File: src/rtl/calc_disp_pkg.sv
// rtl/calc_disp_pkg.sv - glyph codes, segment constants and slot type for the calculator display
package calc_disp_pkg;

  typedef enum logic [3:0] {
    DIG0, DIG1, DIG2, DIG3, DIG4, DIG5, DIG6, DIG7, DIG8, DIG9,
    MINUS, E, R, BLANK
  } glyph_e;

  // Active-low segment patterns, bit order {g,f,e,d,c,b,a}
  localparam logic [6:0] SEG_0     = 7'b1000000;
  localparam logic [6:0] SEG_1     = 7'b1111001;
  localparam logic [6:0] SEG_2     = 7'b0100100;
  localparam logic [6:0] SEG_3     = 7'b0110000;
  localparam logic [6:0] SEG_4     = 7'b0011001;
  localparam logic [6:0] SEG_5     = 7'b0010010;
  localparam logic [6:0] SEG_6     = 7'b0000010;
  localparam logic [6:0] SEG_7     = 7'b1111000;
  localparam logic [6:0] SEG_8     = 7'b0000000;
  localparam logic [6:0] SEG_9     = 7'b0010000;
  localparam logic [6:0] SEG_MINUS = 7'b0111111;
  localparam logic [6:0] SEG_E     = 7'b0000110;
  localparam logic [6:0] SEG_R     = 7'b0101111;
  localparam logic [6:0] SEG_BLANK = 7'b1111111;

  typedef logic [1:0] slot_t;

endpackage

File: src/rtl/calc_glyph_rom.sv
// rtl/calc_glyph_rom.sv - combinational glyph to active-low seven-segment decoder
module calc_glyph_rom
  import calc_disp_pkg::*;
(
  input  glyph_e     glyph_i,
  output logic [6:0] sseg_o
);

  always_comb begin
    sseg_o = SEG_BLANK;
    case (glyph_i)
      DIG0:    sseg_o = SEG_0;
      DIG1:    sseg_o = SEG_1;
      DIG2:    sseg_o = SEG_2;
      DIG3:    sseg_o = SEG_3;
      DIG4:    sseg_o = SEG_4;
      DIG5:    sseg_o = SEG_5;
      DIG6:    sseg_o = SEG_6;
      DIG7:    sseg_o = SEG_7;
      DIG8:    sseg_o = SEG_8;
      DIG9:    sseg_o = SEG_9;
      MINUS:   sseg_o = SEG_MINUS;
      E:       sseg_o = SEG_E;
      R:       sseg_o = SEG_R;
      default: sseg_o = SEG_BLANK;
    endcase
  end

endmodule

File: src/rtl/calc_display_scan.sv
// rtl/calc_display_scan.sv - 4-digit multiplexed display of calculator sign/tens/units or blinking "Err"
module calc_display_scan
  import calc_disp_pkg::*;
#(
  parameter int REFRESH_DIV = 100000,
  parameter int BLINK_DIV   = 500
) (
  input  logic       CLK,
  input  logic       RST,
  input  logic [3:0] result,
  input  logic       neg,
  input  logic       valid,
  output logic [6:0] sseg,
  output logic [3:0] an
);

  localparam int CNT_W = $clog2(REFRESH_DIV);
  localparam int BLK_W = $clog2(BLINK_DIV + 1);
  localparam logic [CNT_W-1:0] CNT_LAST = CNT_W'(REFRESH_DIV - 1);
  localparam logic [BLK_W-1:0] BLK_LAST = BLK_W'(BLINK_DIV - 1);

  logic [CNT_W-1:0] cnt_q, cnt_d;
  slot_t            slot_q, slot_d;
  logic [3:0]       mag_q, mag_d;
  logic             neg_q, neg_d;
  logic             valid_q, valid_d;
  logic [BLK_W-1:0] blk_q, blk_d;
  logic             phase_q, phase_d;
  logic [6:0]       sseg_q, sseg_d;
  logic [3:0]       an_q, an_d;

  logic       tick;
  logic       capture;
  logic [3:0] units;
  glyph_e     glyph;
  logic [6:0] glyph_seg;

  always_comb begin
    tick    = (cnt_q == CNT_LAST);
    capture = tick && (slot_q == 2'd3);
    cnt_d   = tick ? '0 : cnt_q + CNT_W'(1);
    slot_d  = tick ? slot_t'(slot_q + 2'd1) : slot_q;
    mag_d   = capture ? result : mag_q;
    neg_d   = capture ? neg    : neg_q;
    valid_d = capture ? valid  : valid_q;

    // A fresh overflow restarts the blink so "Err" always opens visible
    blk_d   = blk_q;
    phase_d = phase_q;
    if (valid_d || (capture && valid_q)) begin
      blk_d   = '0;
      phase_d = 1'b1;
    end else if (tick) begin
      if (blk_q == BLK_LAST) begin
        blk_d   = '0;
        phase_d = ~phase_q;
      end else begin
        blk_d = blk_q + BLK_W'(1);
      end
    end

    units = (mag_d >= 4'd10) ? mag_d - 4'd10 : mag_d;
    glyph = BLANK;
    if (valid_d) begin
      case (slot_d)
        2'd0:    glyph = glyph_e'(units);
        2'd1:    glyph = (mag_d >= 4'd10) ? DIG1 : BLANK;
        2'd2:    glyph = neg_d ? MINUS : BLANK;
        default: glyph = BLANK;
      endcase
    end else if (phase_d) begin
      case (slot_d)
        2'd0, 2'd1: glyph = R;
        2'd2:       glyph = E;
        default:    glyph = BLANK;
      endcase
    end

    // Outputs only move on a tick, which keeps the display dark after reset until the first capture
    sseg_d = sseg_q;
    an_d   = an_q;
    if (tick) begin
      sseg_d = glyph_seg;
      an_d   = (glyph == BLANK) ? 4'b1111 : ~(4'b0001 << slot_d);
    end
  end

  calc_glyph_rom u_glyph_rom (
    .glyph_i (glyph),
    .sseg_o  (glyph_seg)
  );

  always_ff @(posedge CLK or posedge RST) begin
    if (RST) begin
      cnt_q   <= '0;
      slot_q  <= 2'd0;
      mag_q   <= 4'd0;
      neg_q   <= 1'b0;
      valid_q <= 1'b1;
      blk_q   <= '0;
      phase_q <= 1'b1;
      sseg_q  <= SEG_BLANK;
      an_q    <= 4'b1111;
    end else begin
      cnt_q   <= cnt_d;
      slot_q  <= slot_d;
      mag_q   <= mag_d;
      neg_q   <= neg_d;
      valid_q <= valid_d;
      blk_q   <= blk_d;
      phase_q <= phase_d;
      sseg_q  <= sseg_d;
      an_q    <= an_d;
    end
  end

  assign sseg = sseg_q;
  assign an   = an_q;

endmodule

File: config.mk
export PLATFORM = sky130hd
export DESIGN_NAME = calc_display_scan
export DESIGN_NICKNAME = d
export VERILOG_FILES = /design/src/rtl/calc_disp_pkg.sv /design/src/rtl/calc_glyph_rom.sv /design/src/rtl/calc_display_scan.sv
export SDC_FILE = /design/constraint.sdc
export NUM_CORES = 1
export LEC_CHECK = 0
export CELL_PAD_IN_SITES_DETAIL_PLACEMENT = 1
export CELL_PAD_IN_SITES_GLOBAL_PLACEMENT = 1
export CORE_AREA = 2 2 85 87
export CTS_CLUSTER_SIZE = 10
export DETAILED_ROUTE_END_ITERATION = 8
export DIE_AREA = 0 0 87 89
export GPL_TIMING_DRIVEN = 0
export PLACE_DENSITY_LB_ADDON = 0.1
export SLEW_MARGIN = 5
export SYNTH_ARGS = -nofsm -noshare
export SYNTH_HDL_FRONTEND = slang
export SYNTH_SLANG_ARGS = --single-unit
File: constraint.sdc
create_clock -name CLK -period 3.35 [get_ports CLK]
set_input_delay 0.8375 -clock CLK [delete_from_list [all_inputs] [get_ports CLK]]
set_output_delay 0.8375 -clock CLK [all_outputs]
set_load 0.05 [all_outputs]
==> results.yml <==
outcome:
  outcome: "finished, final reports clean"
global_route:
  grtUsageTotal_pct: 19.2
  antenna_found_initial: 0
  grt_pass1_wl_microns: 11600
  grt_overflow: 0
  grt_pass1_vias: 2326
  grt_start_max_net_pins: 32
synth:
  avgSynthCellArea_sq_um: 9.80
  yosys-top-cells-count: "nor2_1, dfrtp_1, nand2_1, nand3_1, dfstp_2"
  yosysUniqueCellTypes: 69
  syn_inst: 284
  ys_warn_count: 0
  yosys.area.top_type_share_pct: 29.7
  synth_edf_count: 0
  seq_area_frac_synth_pct: 41.9
  synthArstFlopShare_pct: 100
  ys_ff_latch: 46
  synth_area_leaders: "dfrtp_1, dfstp_2, nor2_1"
  synth_top_cell_by_area: "dfrtp_1"
  synth_nets: 300
  ys.flop_type: "dfrtp_1"
  synthesis.area_sq_mm: 0.00278
  yosysMostFrequentCell: "nor2_1"
sta:
  setup_viol: 0
  worst_pin_slew_ps: 571
  min_period_over_period_pct: 96.2
  timing.fmax_ghz: 0.310
  finalClockSkew_ps: 5.35
  min_period_ps: 3220
  worst_slack_ps: 128
  finalHoldViolations: 0
  slew_headroom_pct: 61.9
  final-max-slew-violation-count: 0
place:
  place_hpwl_microns: 4770
  dp_worst_setup_slack_ps: -651
  place_inst: 383
  place.gp.congestion: 0.806
  portBuffers: 18
  place_area_sq_mm: 0.00308
die:
  die_x_microns: 87
  die_h_microns: 89
  placementRows: 30
  start_util_pct: 41.4
  die-area_sq_mm: 0.00774
  core-area_sq_mm: 0.00672
  io_pins: 19
critical_path:
  cp.arrival_ps: 3460
  cp_max_fo: 10
  cp-start-kind: "flip-flop"
  path_class: "reg2reg"
  worstPathRequired_ps: 3590
  end_kind: "flip-flop"
clock_tree:
  clock_latency_ps: 300
  clk_pin_slew_ps: 90
  cts_inserted_buffers: 5
  root_buffer: "clkbuf_8"
  clk_path_buf_depth: 2
  tritoncts: "built"
  cts_htree_levels: 2
  cts_num_sinks: 46
  cts_hold_buffers: 0
detailed_routing:
  drcViolationCount: 0
  ant_nets: 0
  num_vias: 2235
  viasPerCell: 5.63
  wl_per_cell_microns: 17.2
  drt_first_pass_iters: 6
  drt-initial-drc-count: 62
  routed_wl_microns: 6830
pwr:
  ir_drop_mv: 0.133
  pwr_density_cell_mw_per_mm2: 307
  leakage_nw: 1.39
  p_total_w: 0.00103
cells_and_area:
  fin_area_sq_mm: 0.00334
  register_area_sq_mm: 0.00117
  multiInputGateArea_sq_mm: 0.00156
  fillers: 773
  fin_cells: 397
  drive_gt1_share_pct: 23.7
  area_growth_pct: 20.0
  fin_nets: 332
  final_core_util_pct: 49.7
  n_antenna_cell: 0
min_path:
  hp-class: "reg2reg"
flow_run:
  max_cap_viol_count: 0
## final cells by class
class                           count  area share, %
Buffer                             12           2.73
Clock inverter                      3           1.31
Multi-Input combinational cell    212           46.8
Clock buffer                        5           2.06
Timing Repair Buffer               27           7.79
Inverter                           12           1.35
Sequential cell                    46           35.0
Tap cell                           80           3.00
## critical path, stage by stage, from the launching register on
cell and delay, ps:
dfrtp_1 420, ha_4 160, and4_1 180, buf_4 160, and4_4 250, buf_8 150, buf_6 150, nand3_2 100
a22oi_2 260, o41ai_4 140, o21ai_2 110, inv_1 90, ha_2 220, mux2_1 290, or3_1 340, o211a_1 140
## sequential cells by signal (all words and copies together), names as in the netlist
register and cells:
slot_q 2, sseg 7, phase_q 1, cnt_q 17
neg_q 1, valid_q 1, blk_q 9, an 4
mag_q 4
## where the power goes
| part | leakage (nW) | internal, W | switching (W) |
|---|---|---|---|
| registers | 0.519 | 0.000558 | 0.00000266 |
| clock network | 0.0585 | 0.000224 | 0.000201 |
| logic | 0.808 | 0.0000176 | 0.0000238 |
## metal layers
metal  global-route usage [%]  vias up  wire, microns
met5                        0        -              0
met1                     24.3     1115           3090
met3                     3.05        9            194
met2                     33.8       34           3440
li1                         -     1077              -
met4                     5.68        0             98
## layout by cell type, fill, tap and decap left out, types with 4 or more instances in the layout
| cell type | count |
|---|---|
| xnor2_1 | 9 |
| a31oi_1 | 4 |
| nand2_1 | 24 |
| mux2i_1 | 4 |
| clkbuf_8 | 5 |
| or3_1 | 6 |
| dfrtp_1 | 32 |
| o21ai_0 | 7 |
| clkbuf_1 | 4 |
| dfstp_2 | 13 |
| mux2_2 | 6 |
| inv_1 | 9 |
| a21oi_1 | 11 |
| clkdlybuf4s50_1 | 18 |
| xor2_1 | 10 |
| buf_4 | 10 |
| nand3_1 | 14 |
| ha_1 | 5 |
| nand2b_1 | 6 |
| nor2_1 | 40 |
## stage by stage
step	hold slack [ps]	setup TNS (ps)
2_1_floorplan	455	0
3_3_place_gp	475	-2900
3_5_place_dp	479	-3020
4_1_cts	506	0
5_1_grt	543	-16.6
6_report	504	0
## final timing paths
path | startpoint | endpoint | slack (ps) | cells after the start
max | cnt_q[1] | sseg[3] | 130 | 15
min reg2reg | cnt_q[14] | cnt_q[14] | 500 | 1
max reg2reg | cnt_q[1] | sseg[3] | 130 | 15
max in group asynchronous | RST | phase_q | 1970 | 3
min | cnt_q[14] | cnt_q[14] | 500 | 1
min in group asynchronous | RST | blk_q[4] | 820 | 2
## cell families (layout without fill, tap and decap cells)
kind of cell / count (synthesis) / count (layout) / share of synthesized area, %
buf+inv: 26 / 59 / 4.40
compound gates: 57 / 57 / 17.1
xor+xnor: 19 / 19 / 5.98
simple gates: 116 / 116 / 22.3
fa+ha+maj: 8 / 8 / 3.60
mux: 12 / 12 / 4.63
flops: 46 / 46 / 41.9
## timing repair
item | in CTS | in global routing
resized for setup | 13 | 8
pin swaps | 1 | 1
setup buffers | 3 | 5
endpoints found under the setup margin | 11 | 4
Power figures use the tool's default switching activity.
